[config.mk]
export PLATFORM = sky130hd
export DESIGN_NAME = preg_freelist
export DESIGN_NICKNAME = d
export VERILOG_FILES = /design/src/rtl/preg_freelist_pkg.sv /design/src/rtl/fl_ptr_reg.sv /design/src/rtl/preg_freelist.sv
export SDC_FILE = /design/constraint.sdc
export NUM_CORES = 1
export LEC_CHECK = 0
export ABC_AREA = 1
export BUFFER_PORTS_ARGS = -buffer_cell sky130_fd_sc_hd__buf_2
export CAP_MARGIN = 20
export CELL_PAD_IN_SITES_DETAIL_PLACEMENT = 2
export CELL_PAD_IN_SITES_GLOBAL_PLACEMENT = 2
export CORE_UTILIZATION = 36
export CTS_CLUSTER_DIAMETER = 30
export DETAILED_ROUTE_END_ITERATION = 16
export PLACE_DENSITY = 0.86
export SYNTH_ARGS = -nofsm -noshare
export SYNTH_HDL_FRONTEND = slang
export SYNTH_SLANG_ARGS = --single-unit
[constraint.sdc]
create_clock -name clock -period 7.72 [get_ports clock]
set_input_delay 0.772 -clock clock [delete_from_list [all_inputs] [get_ports clock]]
set_output_delay 0.772 -clock clock [all_outputs]
set_load 0.02 [all_outputs]
[src/rtl/preg_freelist_pkg.sv]
// Free-list types and pointer arithmetic shared by the free-list controller and its pointer registers.
// Pointers carry a wrap bit above the index so that full and empty can be told apart.
`ifndef PREG_SIZE
`define PREG_SIZE 64
`endif
`ifndef PREG_RANGE
`define PREG_RANGE [$clog2(`PREG_SIZE)-1:0]
`endif

package preg_freelist_pkg;

  localparam int FL_DEPTH = `PREG_SIZE - 32;
  localparam int IDX_W    = $clog2(FL_DEPTH);
  localparam int PTR_W    = IDX_W + 1;

  typedef struct packed {
    logic             wrap;
    logic [IDX_W-1:0] idx;
  } fl_ptr_t;

  localparam fl_ptr_t TAIL_RST = {1'b1, {IDX_W{1'b0}}};

  function automatic fl_ptr_t pointer_add(input fl_ptr_t p, input logic [1:0] n);
    fl_ptr_t        r;
    logic [IDX_W:0] s;
    s = {1'b0, p.idx} + (IDX_W+1)'(n);
    if (s >= (IDX_W+1)'(FL_DEPTH)) begin
      r.idx  = IDX_W'(s - (IDX_W+1)'(FL_DEPTH));
      r.wrap = ~p.wrap;
    end else begin
      r.idx  = s[IDX_W-1:0];
      r.wrap = p.wrap;
    end
    return r;
  endfunction

  function automatic logic [IDX_W-1:0] idx_inc(input logic [IDX_W-1:0] i);
    return (i == IDX_W'(FL_DEPTH - 1)) ? '0 : i + IDX_W'(1);
  endfunction

  // Distance from b forward to a; equal indices mean full when the wrap bits differ.
  function automatic logic [PTR_W-1:0] ptr_diff(input fl_ptr_t a, input fl_ptr_t b);
    if (a.wrap == b.wrap) return {1'b0, a.idx} - {1'b0, b.idx};
    else                  return PTR_W'(FL_DEPTH) + {1'b0, a.idx} - {1'b0, b.idx};
  endfunction

endpackage

[src/rtl/fl_ptr_reg.sv]
// Free-list pointer register: async reset value, load (priority) or advance by 0..2 with wrap.
// Updates at the next clock edge; no flow control of its own.
module fl_ptr_reg
  import preg_freelist_pkg::*;
#(
  parameter fl_ptr_t RST_VAL = '0
) (
  input  logic       clock,
  input  logic       reset_n,
  input  logic       i_load,
  input  fl_ptr_t    i_load_val,
  input  logic [1:0] i_inc,
  output fl_ptr_t    o_ptr
);

  fl_ptr_t r_ptr;

  always_ff @(posedge clock or negedge reset_n) begin
    if (!reset_n)    r_ptr <= RST_VAL;
    else if (i_load) r_ptr <= i_load_val;
    else             r_ptr <= pointer_add(r_ptr, i_inc);
  end

  assign o_ptr = r_ptr;

endmodule

[src/rtl/preg_freelist.sv]
// Physical-register free list: 0-cycle grant of up to two pregs, all-or-nothing, stalls rename when short;
// frees land at the tail and become allocatable next cycle. Optional stall counter under FREELIST_PERF_EN.
module preg_freelist
  import preg_freelist_pkg::*;
#(
  parameter int PREG_NUM = `PREG_SIZE,
  parameter int ARCH_NUM = 32
) (
  input  logic             clock,
  input  logic             reset_n,
  input  logic             alloc_req0,
  input  logic             alloc_req1,
  output logic             alloc_ready,
  output logic             alloc_en0,
  output logic             alloc_en1,
  output logic `PREG_RANGE alloc_addr0,
  output logic `PREG_RANGE alloc_addr1,
  input  logic             free_en0,
  input  logic             free_en1,
  input  logic `PREG_RANGE free_addr0,
  input  logic `PREG_RANGE free_addr1,
  input  logic [1:0]       commit_alloc_num,
  input  logic             flush,
  output logic [PTR_W-1:0] free_count,
  output logic             overflow_err
`ifdef FREELIST_PERF_EN
  ,
  output logic [31:0]      perf_stall_cnt
`endif
);

  localparam int PREG_W = $clog2(PREG_NUM);
  localparam int CW     = PTR_W + 1;

  logic [PREG_W-1:0] r_entry [FL_DEPTH];
  logic              r_overflow_err;

  fl_ptr_t          w_spec, w_arch, w_tail, w_flush_ptr;
  logic [1:0]       w_need, w_ngrant, w_nfree;
  logic [CW-1:0]    w_space;
  logic             w_acc0, w_acc1;
  logic [IDX_W-1:0] w_wr1_idx;

  assign free_count = ptr_diff(w_tail, w_spec);

  assign w_need      = {1'b0, alloc_req0} + {1'b0, alloc_req0 & alloc_req1};
  assign alloc_ready = (free_count >= PTR_W'(w_need)) && !flush;
  assign alloc_en0   = alloc_req0 & alloc_ready;
  assign alloc_en1   = alloc_req1 & alloc_req0 & alloc_ready;
  assign alloc_addr0 = r_entry[w_spec.idx];
  assign alloc_addr1 = r_entry[idx_inc(w_spec.idx)];
  assign w_ngrant    = {1'b0, alloc_en0} + {1'b0, alloc_en1};

  // Room left after this cycle's grants; frees beyond it are dropped, free0 first in line.
  assign w_space   = CW'(FL_DEPTH) - CW'(free_count) + CW'(w_ngrant);
  assign w_acc0    = free_en0 && (w_space >= CW'(1));
  assign w_acc1    = free_en1 && (w_space >= (w_acc0 ? CW'(2) : CW'(1)));
  assign w_nfree   = {1'b0, w_acc0} + {1'b0, w_acc1};
  assign w_wr1_idx = w_acc0 ? idx_inc(w_tail.idx) : w_tail.idx;

  assign w_flush_ptr = pointer_add(w_arch, commit_alloc_num);

  fl_ptr_reg #(.RST_VAL('0)) u_spec_head (
    .clock      (clock),
    .reset_n    (reset_n),
    .i_load     (flush),
    .i_load_val (w_flush_ptr),
    .i_inc      (w_ngrant),
    .o_ptr      (w_spec)
  );

  fl_ptr_reg #(.RST_VAL('0)) u_arch_head (
    .clock      (clock),
    .reset_n    (reset_n),
    .i_load     (1'b0),
    .i_load_val ('0),
    .i_inc      (commit_alloc_num),
    .o_ptr      (w_arch)
  );

  fl_ptr_reg #(.RST_VAL(TAIL_RST)) u_tail (
    .clock      (clock),
    .reset_n    (reset_n),
    .i_load     (1'b0),
    .i_load_val ('0),
    .i_inc      (w_nfree),
    .o_ptr      (w_tail)
  );

  always_ff @(posedge clock or negedge reset_n) begin
    if (!reset_n) begin
      for (int i = 0; i < FL_DEPTH; i++) r_entry[i] <= PREG_W'(ARCH_NUM + i);
    end else begin
      if (w_acc0) r_entry[w_tail.idx] <= free_addr0;
      if (w_acc1) r_entry[w_wr1_idx]  <= free_addr1;
    end
  end

  always_ff @(posedge clock or negedge reset_n) begin
    if (!reset_n) r_overflow_err <= 1'b0;
    else          r_overflow_err <= r_overflow_err | (free_en0 & ~w_acc0) | (free_en1 & ~w_acc1);
  end

  assign overflow_err = r_overflow_err;

`ifdef FREELIST_PERF_EN
  logic [31:0] r_perf_stall_cnt;

  always_ff @(posedge clock or negedge reset_n) begin
    if (!reset_n)
      r_perf_stall_cnt <= '0;
    else if (alloc_req0 && !alloc_ready && !flush && (r_perf_stall_cnt != '1))
      r_perf_stall_cnt <= r_perf_stall_cnt + 32'd1;
  end

  assign perf_stall_cnt = r_perf_stall_cnt;
`endif

endmodule

# Yosys cells after proc, flatten, opt, wreduce, memory -nomap -nowiden
# Index checks and enable logic that the tools add are counted.
# op_classes
n_addsub	16
n_lt_le_gt_ge	12
n_eq_ne	3
muxes	23
n_bitwise	16
reduce_logical	7
# ops
cell	count
bitwise mux 192 bit	2
2-to-1 mux 192 bit	2
binary-select mux 6 bit (select 5 bit)	2
demux 6 bit (select 5 bit)	2
2-to-1 mux 6 bit	10
>= comparator 6 bit (second input constant)	7
NOT 5 -> 6 bit	4
2-to-1 mux 5 bit	4
adder 5 x 2 -> 6 bit	3
subtractor 5 x 1 -> 5 bit (second input constant)	3
< comparator 6 x 1 -> 1 bit (second input constant)	2
adder 5 x 1 -> 5 bit (second input constant)	2
== test 5 bit (second input constant)	2
adder 7 x 2 -> 7 bit	1
>= comparator 7 x 1 -> 1 bit (second input constant)	1
>= comparator 7 x 2 -> 1 bit	1
subtractor 6 x 6 -> 7 bit (first input constant)	1
adder 1 x 1 -> 2 bit	3
adder 6 x 5 -> 6 bit (first input constant)	1
>= comparator 6 x 2 -> 1 bit	1
subtractor 5 x 5 -> 6 bit	1
subtractor 6 x 5 -> 6 bit	1
bitwise AND 1 bit	5
logical AND 1 bit	5
other kinds (6)	11
# totals
regBits	211
inputBits	21
output_inout_bits	22

# Logic depth before layout (Yosys ltp)
# Gate-level depths: netlist of the first run.
# depth
ltp_word	18
mapped_depth	42
mapped_depth_nobuf	39

# By module
# From an unflattened synthesis of the first run, not the netlist that was laid out.
# hier_totals
cells_unflattened	2578
hier_area_um2	16620.9
# modules_own_cells
module	n_inst	cells_per_inst	area_each_um2	seq_area_each_um2
preg_freelist	1	2440	15519.9	4969.8
fl_ptr_reg (u_arch_head ...)	2	46	366.6	150.1
fl_ptr_reg (u_tail)	1	46	367.9	151.4

# Worst setup path before layout of the first run
# OpenSTA, ideal clock, no wires.
# synth_path
path_type	reg2reg
startpoint	register u_spec_head.r_ptr, in the netlist u_spec_head.o_ptr[1]
endpoint	register u_tail.r_ptr, in the netlist u_tail.o_ptr[4]
arrival_ns	5.766
t_required_ns	7.641
path_slack_ns	1.875
stages_incl_launch_ff	35
path_buffers	2
period_less_slack_ns	5.845
path_cell_list	dfrtp_1 -> clkbuf_1 -> clkinv_1 -> fa_1 -> ha_1 -> a21oi_1 -> nand3_1 -> nand2_1 -> nor2_1 -> ha_1 -> inv_1 -> ha_1 -> inv_1 -> fa_1 -> inv_1 -> nor2_4 -> inv_2 -> nor2_1 -> nand2_1 -> nand2_1 -> nor2_2 -> nand3_4 -> nand2_2 -> buf_6 -> ha_1 -> inv_1 -> nand2_1 -> a211oi_1 -> nand3_1 -> nand2_1 -> inv_1 -> fa_1 -> ha_1 -> nand3_1 -> xor2_1
# synth_via
elab_chain_len	16
word_cells_on_any_way	20
# synth_rtl
element	line	source
start: declaration	fl_ptr_reg.sv:16	fl_ptr_t r_ptr;
start signal: assignment	fl_ptr_reg.sv:20	else if (i_load) r_ptr <= i_load_val;
start signal: assignment	fl_ptr_reg.sv:21	else r_ptr <= pointer_add(r_ptr, i_inc);
subtractor 6 x 5 -> 6 bit / subtractor 5 x 5 -> 6 bit (equally long branches)	preg_freelist_pkg.sv:44, preg_freelist_pkg.sv:43	
2-to-1 mux 6 bit *	preg_freelist_pkg.sv:43	if (a.wrap == b.wrap) return {1'b0, a.idx} - {1'b0, b.idx};
via free_count[1]	preg_freelist.sv:24	output logic [PTR_W-1:0] free_count,
>= comparator 6 x 2 -> 1 bit *	preg_freelist.sv:47	assign alloc_ready = (free_count >= PTR_W'(w_need)) && !flush;
logical AND 1 bit *	preg_freelist.sv:47	
bitwise AND 1 bit *	preg_freelist.sv:49	assign alloc_en1 = alloc_req1 & alloc_req0 & alloc_ready;
via alloc_en1	preg_freelist.sv:15	output logic alloc_en1,
adder 1 x 1 -> 2 bit *	preg_freelist.sv:52	assign w_ngrant = {1'b0, alloc_en0} + {1'b0, alloc_en1};
(+2 left out)	-	
logical AND 1 bit	preg_freelist.sv:56	assign w_acc0 = free_en0 && (w_space >= CW'(1));
2-to-1 mux 2 bit	preg_freelist.sv:57	assign w_acc1 = free_en1 && (w_space >= (w_acc0 ? CW'(2) : CW'(1)));
>= comparator 7 x 2 -> 1 bit	preg_freelist.sv:57	
logical AND 1 bit	preg_freelist.sv:57	
adder 1 x 1 -> 2 bit *	preg_freelist.sv:58	assign w_nfree = {1'b0, w_acc0} + {1'b0, w_acc1};
adder 5 x 2 -> 6 bit *	preg_freelist_pkg.sv:26	s = {1'b0, p.idx} + (IDX_W+1)'(n);
subtractor 5 x 1 -> 5 bit / >= comparator 6 bit (equally long branches)	preg_freelist_pkg.sv:28, preg_freelist_pkg.sv:27	
2-to-1 mux 5 bit *	preg_freelist_pkg.sv:27	if (s >= (IDX_W+1)'(FL_DEPTH)) begin
end signal: assignment	fl_ptr_reg.sv:20	
end signal: assignment	fl_ptr_reg.sv:21	
end: declaration	fl_ptr_reg.sv:16	
# The timed path passes the listed nets; every way through them passes the cells marked *.
# A chain may end at the register's enable or synchronous reset.

# Worst setup path in the final report of the first run
# layout_path
startpoint	register u_spec_head.r_ptr, in the netlist u_spec_head.o_ptr[1]
endpoint	register r_entry[177] (netlist name)
# layout_via
elab_chain_len	17
word_cells_on_any_way	25
# layout_rtl
element	line	source
subtractor 6 x 5 -> 6 bit / subtractor 5 x 5 -> 6 bit (equally long branches)	preg_freelist_pkg.sv:44, preg_freelist_pkg.sv:43	
2-to-1 mux 6 bit *	preg_freelist_pkg.sv:43	
>= comparator 6 x 2 -> 1 bit	preg_freelist.sv:47	
logical AND 1 bit	preg_freelist.sv:47	
bitwise AND 1 bit (on tied branches)	preg_freelist.sv:48, preg_freelist.sv:49	
adder 1 x 1 -> 2 bit	preg_freelist.sv:52	
adder 7 x 2 -> 7 bit *	preg_freelist.sv:55	assign w_space = CW'(FL_DEPTH) - CW'(free_count) + CW'(w_ngrant);
>= comparator 7 x 1 -> 1 bit	preg_freelist.sv:56	
logical AND 1 bit	preg_freelist.sv:56	
2-to-1 mux 5 bit	preg_freelist.sv:59	assign w_wr1_idx = w_acc0 ? idx_inc(w_tail.idx) : w_tail.idx;
NOT 5 -> 6 bit (implied by the code)	preg_freelist.sv:95	if (w_acc1) r_entry[w_wr1_idx] <= free_addr1;
>= comparator 6 bit (implied by the code) / < comparator 6 x 1 -> 1 bit (equally long branches)	preg_freelist.sv:95	
logical AND 1 bit (implied by the code)	preg_freelist.sv:95	
2-to-1 mux 6 bit (implied by the code)	preg_freelist.sv:95	
demux 6 bit (select 5 bit)	preg_freelist.sv:95	
bitwise mux 192 bit	preg_freelist.sv:95	
2-to-1 mux 192 bit *	preg_freelist.sv:95	
end signal: indexed assignment	preg_freelist.sv:94	if (w_acc0) r_entry[w_tail.idx] <= free_addr0;
end signal: indexed assignment	preg_freelist.sv:95	
end: declaration	preg_freelist.sv:35	logic [PREG_W-1:0] r_entry [FL_DEPTH];
# Mark *: on every way between the ends. The rest lies on a longest branch, timed or not.

==> impl_metrics.json, run 1 <==
{
  "status": "finished clean",
  "timing.fmax_ghz": 0.134,
  "synth_cell_types": 45,
  "maxCapViolCount": 0,
  "clk_pin_slew_worst_paths_ns": 0.04,
  "drtPass1Iterations": 6,
  "synth_warnings": 0,
  "synth_edf_count": 0,
  "max_stage_delay_ns": 0.76,
  "cp_slowest_cell": "nor2_4",
  "cts_root_buf": "clkbuf_16",
  "synth_commonest_cells": "742 x nand2_1, 368 x o21ai_0, 220 x nand3_1",
  "fin_crit_sh_pct": 96.8,
  "final_nets": 2410,
  "internal-power_mw": 5.69,
  "postCtsSetupRepairBufs": 0,
  "design.core.area_um2": 43200,
  "vdd_drop_max_v": 0.000324,
  "synth_seq_cells": 211,
  "area_growth_pct": 19.1,
  "switching_share_pct": 55.0,
  "synth_ff_type": "dfstp_2",
  "cp_max_fo": 26,
  "grt_util_met3_pct": 12.7,
  "syn_nets": 2448,
  "worstPathArrival_ns": 7.97,
  "ctsResizeCount": 0,
  "worstSetupPathType": "reg2reg",
  "cts_buffer_depth": 3,
  "cpMostUsedCell": "nand2_1",
  "cts-htree-levels": 3,
  "pwr-share-seq_pct": 18.3,
  "place_inst": 2863,
  "netlist_area_um2": 15800,
  "power.leakage_nw": 8.56,
  "setup_violations": 0,
  "ys_top_cells_by_area": "dfstp_2 19%, nand2_1 18%, dfrtp_1 16%",
  "p_switching_mw": 6.95,
  "grt_usage_pct": 42.8,
  "grt_setup_unrepaired": "no",
  "num_vias": 20038,
  "multi_input_area_um2": 8940,
  "grt-ovfl-total": 0,
  "place_congestion": 0.948,
  "clock_power_share_pct": 25.1,
  "fin_cells": 3012,
  "drive_gt1_share_pct": 14.6,
  "min_period_ns": 7.48,
  "cts_buffers": 80,
  "crit_path_end_kind": "flip-flop",
  "top_usage_layer": "met2",
  "met2_usage_pct": 66.1,
  "grt_pass1_vias": 21991,
  "drtIter0Drc": 2240,
  "row_count": 76,
  "io_pins": 43,
  "grt_use_met1_pct": 49.8,
  "die_h_um": 212,
  "via_per_inst": 6.65,
  "yosysSeqAreaShare_pct": 34.3,
  "clk_latency_ns": 0.64,
  "r2r_cells": 38,
  "avgSynthCellArea_um2": 6.59,
  "die_w_um": 212,
  "setup.worst_path.start_class": "flip-flop",
  "synth_cells": 2398,
  "worstPathRequired_ns": 8.21,
  "grt_pass1_wl_um": 142000,
  "grt_antenna_before_repair": 2,
  "combPwrFrac_pct": 56.6,
  "start_util_pct": 36.6,
  "synth.most_common_cell": "nand2_1",
  "wl_per_cell_um": 31.8,
  "setup_tns_ns": 0,
  "clkSinkCount": 211,
  "maxSlewViolCount": 0,
  "hold-worst-slack_ns": 0.182,
  "diodes": 0,
  "cts_hold_buf": 0,
  "drc": 0,
  "yosysTopAreaCell": "dfstp_2",
  "async_reset_ff_share_pct": 100,
  "tightest_slew_ns": 1.29,
  "nFillCells": 4972,
  "fin_skew_ns": 0.0343,
  "routed_wirelength_um": 95600,
  "die_area_um2": 44800,
  "slew_headroom_pct": 13.7,
  "hp-class": "in2async",
  "final-seq-area_um2": 5430,
  "dp_hpwl_um": 50500,
  "hold_violations": 0,
  "ant_nets": 0,
  "io_buffers": 42,
  "synth_top_area_share_pct": 18.8,
  "grt_max_degree": 103,
  "cellPowerDensity_nw_per_um2": 671,
  "cts_tree": "yes"
}
-- critical path: cells and delay by family, from the launching register on --
| kind | cells | cell delay [ns] |
|---|---|---|
| AOI/OAI and AO/OA | 1 | 0.09 |
| adders and majority gates | 5 | 1.50 |
| buffers and inverters | 7 | 0.97 |
| DFF | 1 | 0.40 |
| and+or+nand+nor | 25 | 4.35 |
-- layout make-up --
cell class,instances,area share (%)
Clock buffer,136,13.2
Inverter,163,3.26
Timing Repair Buffer,78,2.67
Tap cell,585,3.89
Clock inverter,13,0.664
Sequential cell,211,28.8
Multi-Input combinational cell,1826,47.5
-- power groups by stage --
stage	clock network, mW	registers (mW)	logic [mW]
CTS	3.17	2.28	6.78
finish	3.17	2.32	7.15
floorplan	0	2.04	4.11
global placement	0	2.18	5.92
global route	3.23	2.33	7.37
detailed placement	0	2.21	6.22
-- stage by stage --
| step | total power, mW | utilization (%) | setup slack [ns] | cell area (µm²) |
|---|---|---|---|---|
| after floorplan | 6.15 | - | 1.88 | 15800 |
| after global placement | 8.11 | 37.6 | 1.56 | 16200 |
| after detailed placement | 8.44 | 37.6 | 1.29 | 16200 |
| after CTS | 12.2 | 43.6 | 0.499 | 18800 |
| after global routing | 12.9 | 43.6 | 0.0855 | 18800 |
| final | 12.6 | 43.6 | 0.245 | 18800 |
-- final timing paths --
kind | start | slack [ns] | end
setup / recovery | u_spec_head.o_ptr[1]$_DFF_PN0_ | 0.24 | r_entry[177]$_DFF_PN0_
hold / removal | reset_n | 0.18 | u_arch_head.o_ptr[1]$_DFF_PN0_
setup reg to reg | u_spec_head.o_ptr[1]$_DFF_PN0_ | 0.24 | r_entry[177]$_DFF_PN0_
hold reg to reg | u_arch_head.o_ptr[5]$_DFF_PN0_ | 0.52 | u_arch_head.o_ptr[5]$_DFF_PN0_
max in group asynchronous | reset_n | 5.94 | r_entry[26]$_DFF_PN0_
min in group clock | commit_alloc_num[0] | 0.44 | u_arch_head.o_ptr[0]$_DFF_PN0_
-- cell families after synthesis --
kind of cell             share of synthesized area [%]
XOR/XNOR                                         0.886
flip-flops                                        34.3
AO/OA/AOI/OAI                                     21.2
buffers and inverters                             9.39
AND/OR/NAND/NOR                                   31.7
adder cells (fa/ha/maj)                           2.53
-- cells in the final DEF (no fill, tap or decap), types with 5 or more instances in the layout --
| cell type | synthesis | final |
|---|---|---|
| a21oi_1 | 133 | 133 |
| a221oi_1 | 7 | 7 |
| a31oi_1 | 12 | 12 |
| buf_2 | 32 | 41 |
| buf_4 | 17 | 35 |
| clkbuf_1 | 132 | 29 |
| clkbuf_16 | 0 | 81 |
| clkbuf_8 | 0 | 26 |
| clkinv_1 | 4 | 5 |
| clkinv_2 | 0 | 8 |
| dfrtp_1 | 98 | 96 |
| dfstp_2 | 113 | 113 |
| fa_1 | 5 | 5 |
| ha_1 | 24 | 24 |
| inv_1 | 155 | 154 |
| nand2_1 | 742 | 742 |
| nand2_2 | 9 | 9 |
| nand3_1 | 220 | 220 |
| nand3_2 | 8 | 8 |
| nand4_1 | 72 | 72 |
| nor2_1 | 89 | 85 |
| nor2_4 | 6 | 11 |
| o211ai_1 | 43 | 43 |
| o21ai_0 | 368 | 368 |
| o21ai_1 | 27 | 27 |
| o221ai_1 | 7 | 7 |
| o22ai_1 | 7 | 7 |
| xnor2_1 | 8 | 8 |
| xor2_1 | 8 | 8 |
-- sequential cells by signal, indices dropped and copies added, names as in the netlist --
signal / count
r_entry: 192
u_arch_head.o_ptr: 6
u_spec_head.o_ptr: 6
u_tail.o_ptr: 6
overflow_err: 1
-- per-layer routing --
metal	up-vias	wire, µm
met5	-	17
met4	4	7980
met3	606	9740
met2	1468	42600
met1	9959	35300
li1	8001	-
(Power assumes the default switching activity.)
==> run 2: changes to the inputs <==
--- a/constraint.sdc
+++ b/constraint.sdc
@@ -3,2 +3,2 @@
 set_output_delay 0.772 -clock clock [all_outputs]
-set_load 0.02 [all_outputs]
+set_load 0.05 [all_outputs]
==> impl_metrics.json, run 2 (synthesis gave the netlist of run 1 again) <==
{
  "status": "finished clean",
  "cp_slowest_cell": "nor2_4",
  "worstPathRequired_ns": 8.21,
  "setup_violations": 0,
  "setup_tns_ns": 0,
  "die_h_um": 212,
  "area_growth_pct": 17.8,
  "hp-class": "in2async",
  "final_common_cell": "nand2_1",
  "row_count": 76,
  "cpMostUsedCell": "nand2_1",
  "r2r_setup_slack_ns": 0.40,
  "cts_root_buf": "clkbuf_16",
  "cts_buffer_depth": 3,
  "final_cell_mix": "742 x nand2_1, 368 x o21ai_0, 220 x nand3_1, 154 x inv_1, 133 x a21oi_1",
  "grt-ovfl-total": 0,
  "cts_tree": "yes",
  "grt_usage_pct": 39.9,
  "timing.fmax_ghz": 0.137,
  "worstSetupPathType": "reg2reg",
  "met3_length_um": 7370,
  "crit_buf_inv": 6,
  "r2r-end": "r_entry[177]$_DFF_PN0_",
  "final-seq-area_um2": 5430,
  "ant_nets": 0,
  "drtPass1Iterations": 5,
  "critical_path.top_delay_family": "simple AND/OR/NAND/NOR gates",
  "final_nets": 2402,
  "cts-htree-levels": 3,
  "drtIter0Drc": 1728,
  "largest_reg_flops": 192,
  "maxSlewViolCount": 0,
  "clk_latency_ns": 0.61,
  "grt_pass1_vias": 21317,
  "ctsResizeCount": 0,
  "die_area_um2": 44800,
  "min_period_ns": 7.32,
  "r2r-start": "u_spec_head.o_ptr[4]$_DFF_PN0_",
  "cts_hold_buf": 0,
  "placed_area_um2": 16200,
  "fin_skew_ns": 0.0315,
  "grt_max_degree": 103,
  "wl_met2_um": 40500,
  "die_w_um": 212,
  "worstPathArrival_ns": 7.81,
  "drt-met1-wl_um": 34300,
  "maxCapViolCount": 0,
  "regMostFlops": "r_entry",
  "design.core.area_um2": 43200,
  "routed_wirelength_um": 88200,
  "multi_input_area_um2": 8940,
  "drive_gt1_share_pct": 14.3,
  "io_buffers": 42,
  "drc": 0,
  "grt_pass1_wl_um": 134000,
  "cts_buffers": 71,
  "stdcell_area_um2": 18600,
  "tightest_slew_ns": 1.27,
  "clkSinkCount": 211,
  "via_per_inst": 6.46,
  "grt_antenna_before_repair": 3,
  "top_layer": "met5",
  "setup.worst_path.start_class": "flip-flop",
  "dp_hpwl_um": 50900,
  "r2r_cells": 33,
  "hold_violations": 0,
  "postCtsSetupRepairBufs": 0,
  "num_vias": 19314,
  "slew_headroom_pct": 15.6,
  "max_stage_delay_ns": 0.76,
  "grt_setup_unrepaired": "no",
  "place_congestion": 0.944,
  "wl_per_cell_um": 29.5,
  "cp_max_fo": 26,
  "fin_crit_sh_pct": 94.8,
  "clk_pin_slew_worst_paths_ns": 0.05,
  "crit_path_end_kind": "flip-flop",
  "start_util_pct": 36.6,
  "io_pins": 43,
  "nFillCells": 5062
}
run 2: cell types whose count changed in the layout (fill, tap and decap cells not counted), moves of 2 or more:
cell,previous run,this run
bufinv_16,0,6
clkbuf_1,29,19
clkbuf_16,81,73
clkbuf_8,26,14
clkinv_2,8,10
clkinv_8,4,2
clkinvlp_4,0,2
run 2: layer usage:
layer	vias up	global-route usage [%]
li1	7982	-
met1	9771	47.3
met2	1102	63.3
met3	457	10.6
met4	2	26.4
met5	-	0
run 2: worst max-delay path by stage:
stage	cells after the start	to	slack, ns	startpoint
after global placement	32	r_entry[138]$_DFF_PN0_	1.54	u_tail.o_ptr[0]$_DFF_PN0_
after CTS	35	r_entry[115]$_DFF_PN0_	0.66	u_spec_head.o_ptr[4]$_DFF_PN0_
after floorplan	34	u_tail.o_ptr[4]$_DFF_PN0_	1.23	u_spec_head.o_ptr[1]$_DFF_PN0_
after global routing	35	r_entry[6]$_DFF_PN0_	0.18	u_spec_head.o_ptr[4]$_DFF_PN0_
final	33	r_entry[177]$_DFF_PN0_	0.40	u_spec_head.o_ptr[4]$_DFF_PN0_
after detailed placement	30	r_entry[115]$_DFF_PN0_	1.06	u_spec_head.o_ptr[1]$_DFF_PN0_
run 2: cell type report:
type	count	share of cell area [%]
diodes	1	0.0134
clock buffers	106	11.2
clock inverters	21	1.54
inverters	163	3.30
multi-input cells	1826	48.0
flip-flops and latches	211	29.1
well taps	585	3.93
repair buffers	79	2.85
run 2: through the flow:
stage	hold slack (ns)	std cells	setup WS (ns)	util, %
final	0.211	2992	0.398	43.1
after global routing	0.265	2991	0.176	43.1
after CTS	0.272	2990	0.663	43.1
after detailed placement	0.480	2863	1.06	37.6
after global placement	0.462	2863	1.54	37.6
after floorplan	0.444	2398	1.23	-
Power of run 2 is left out: the tool's default activity adds up to more than one toggle a clock period on the data nets, which glitch-free logic cannot reach.
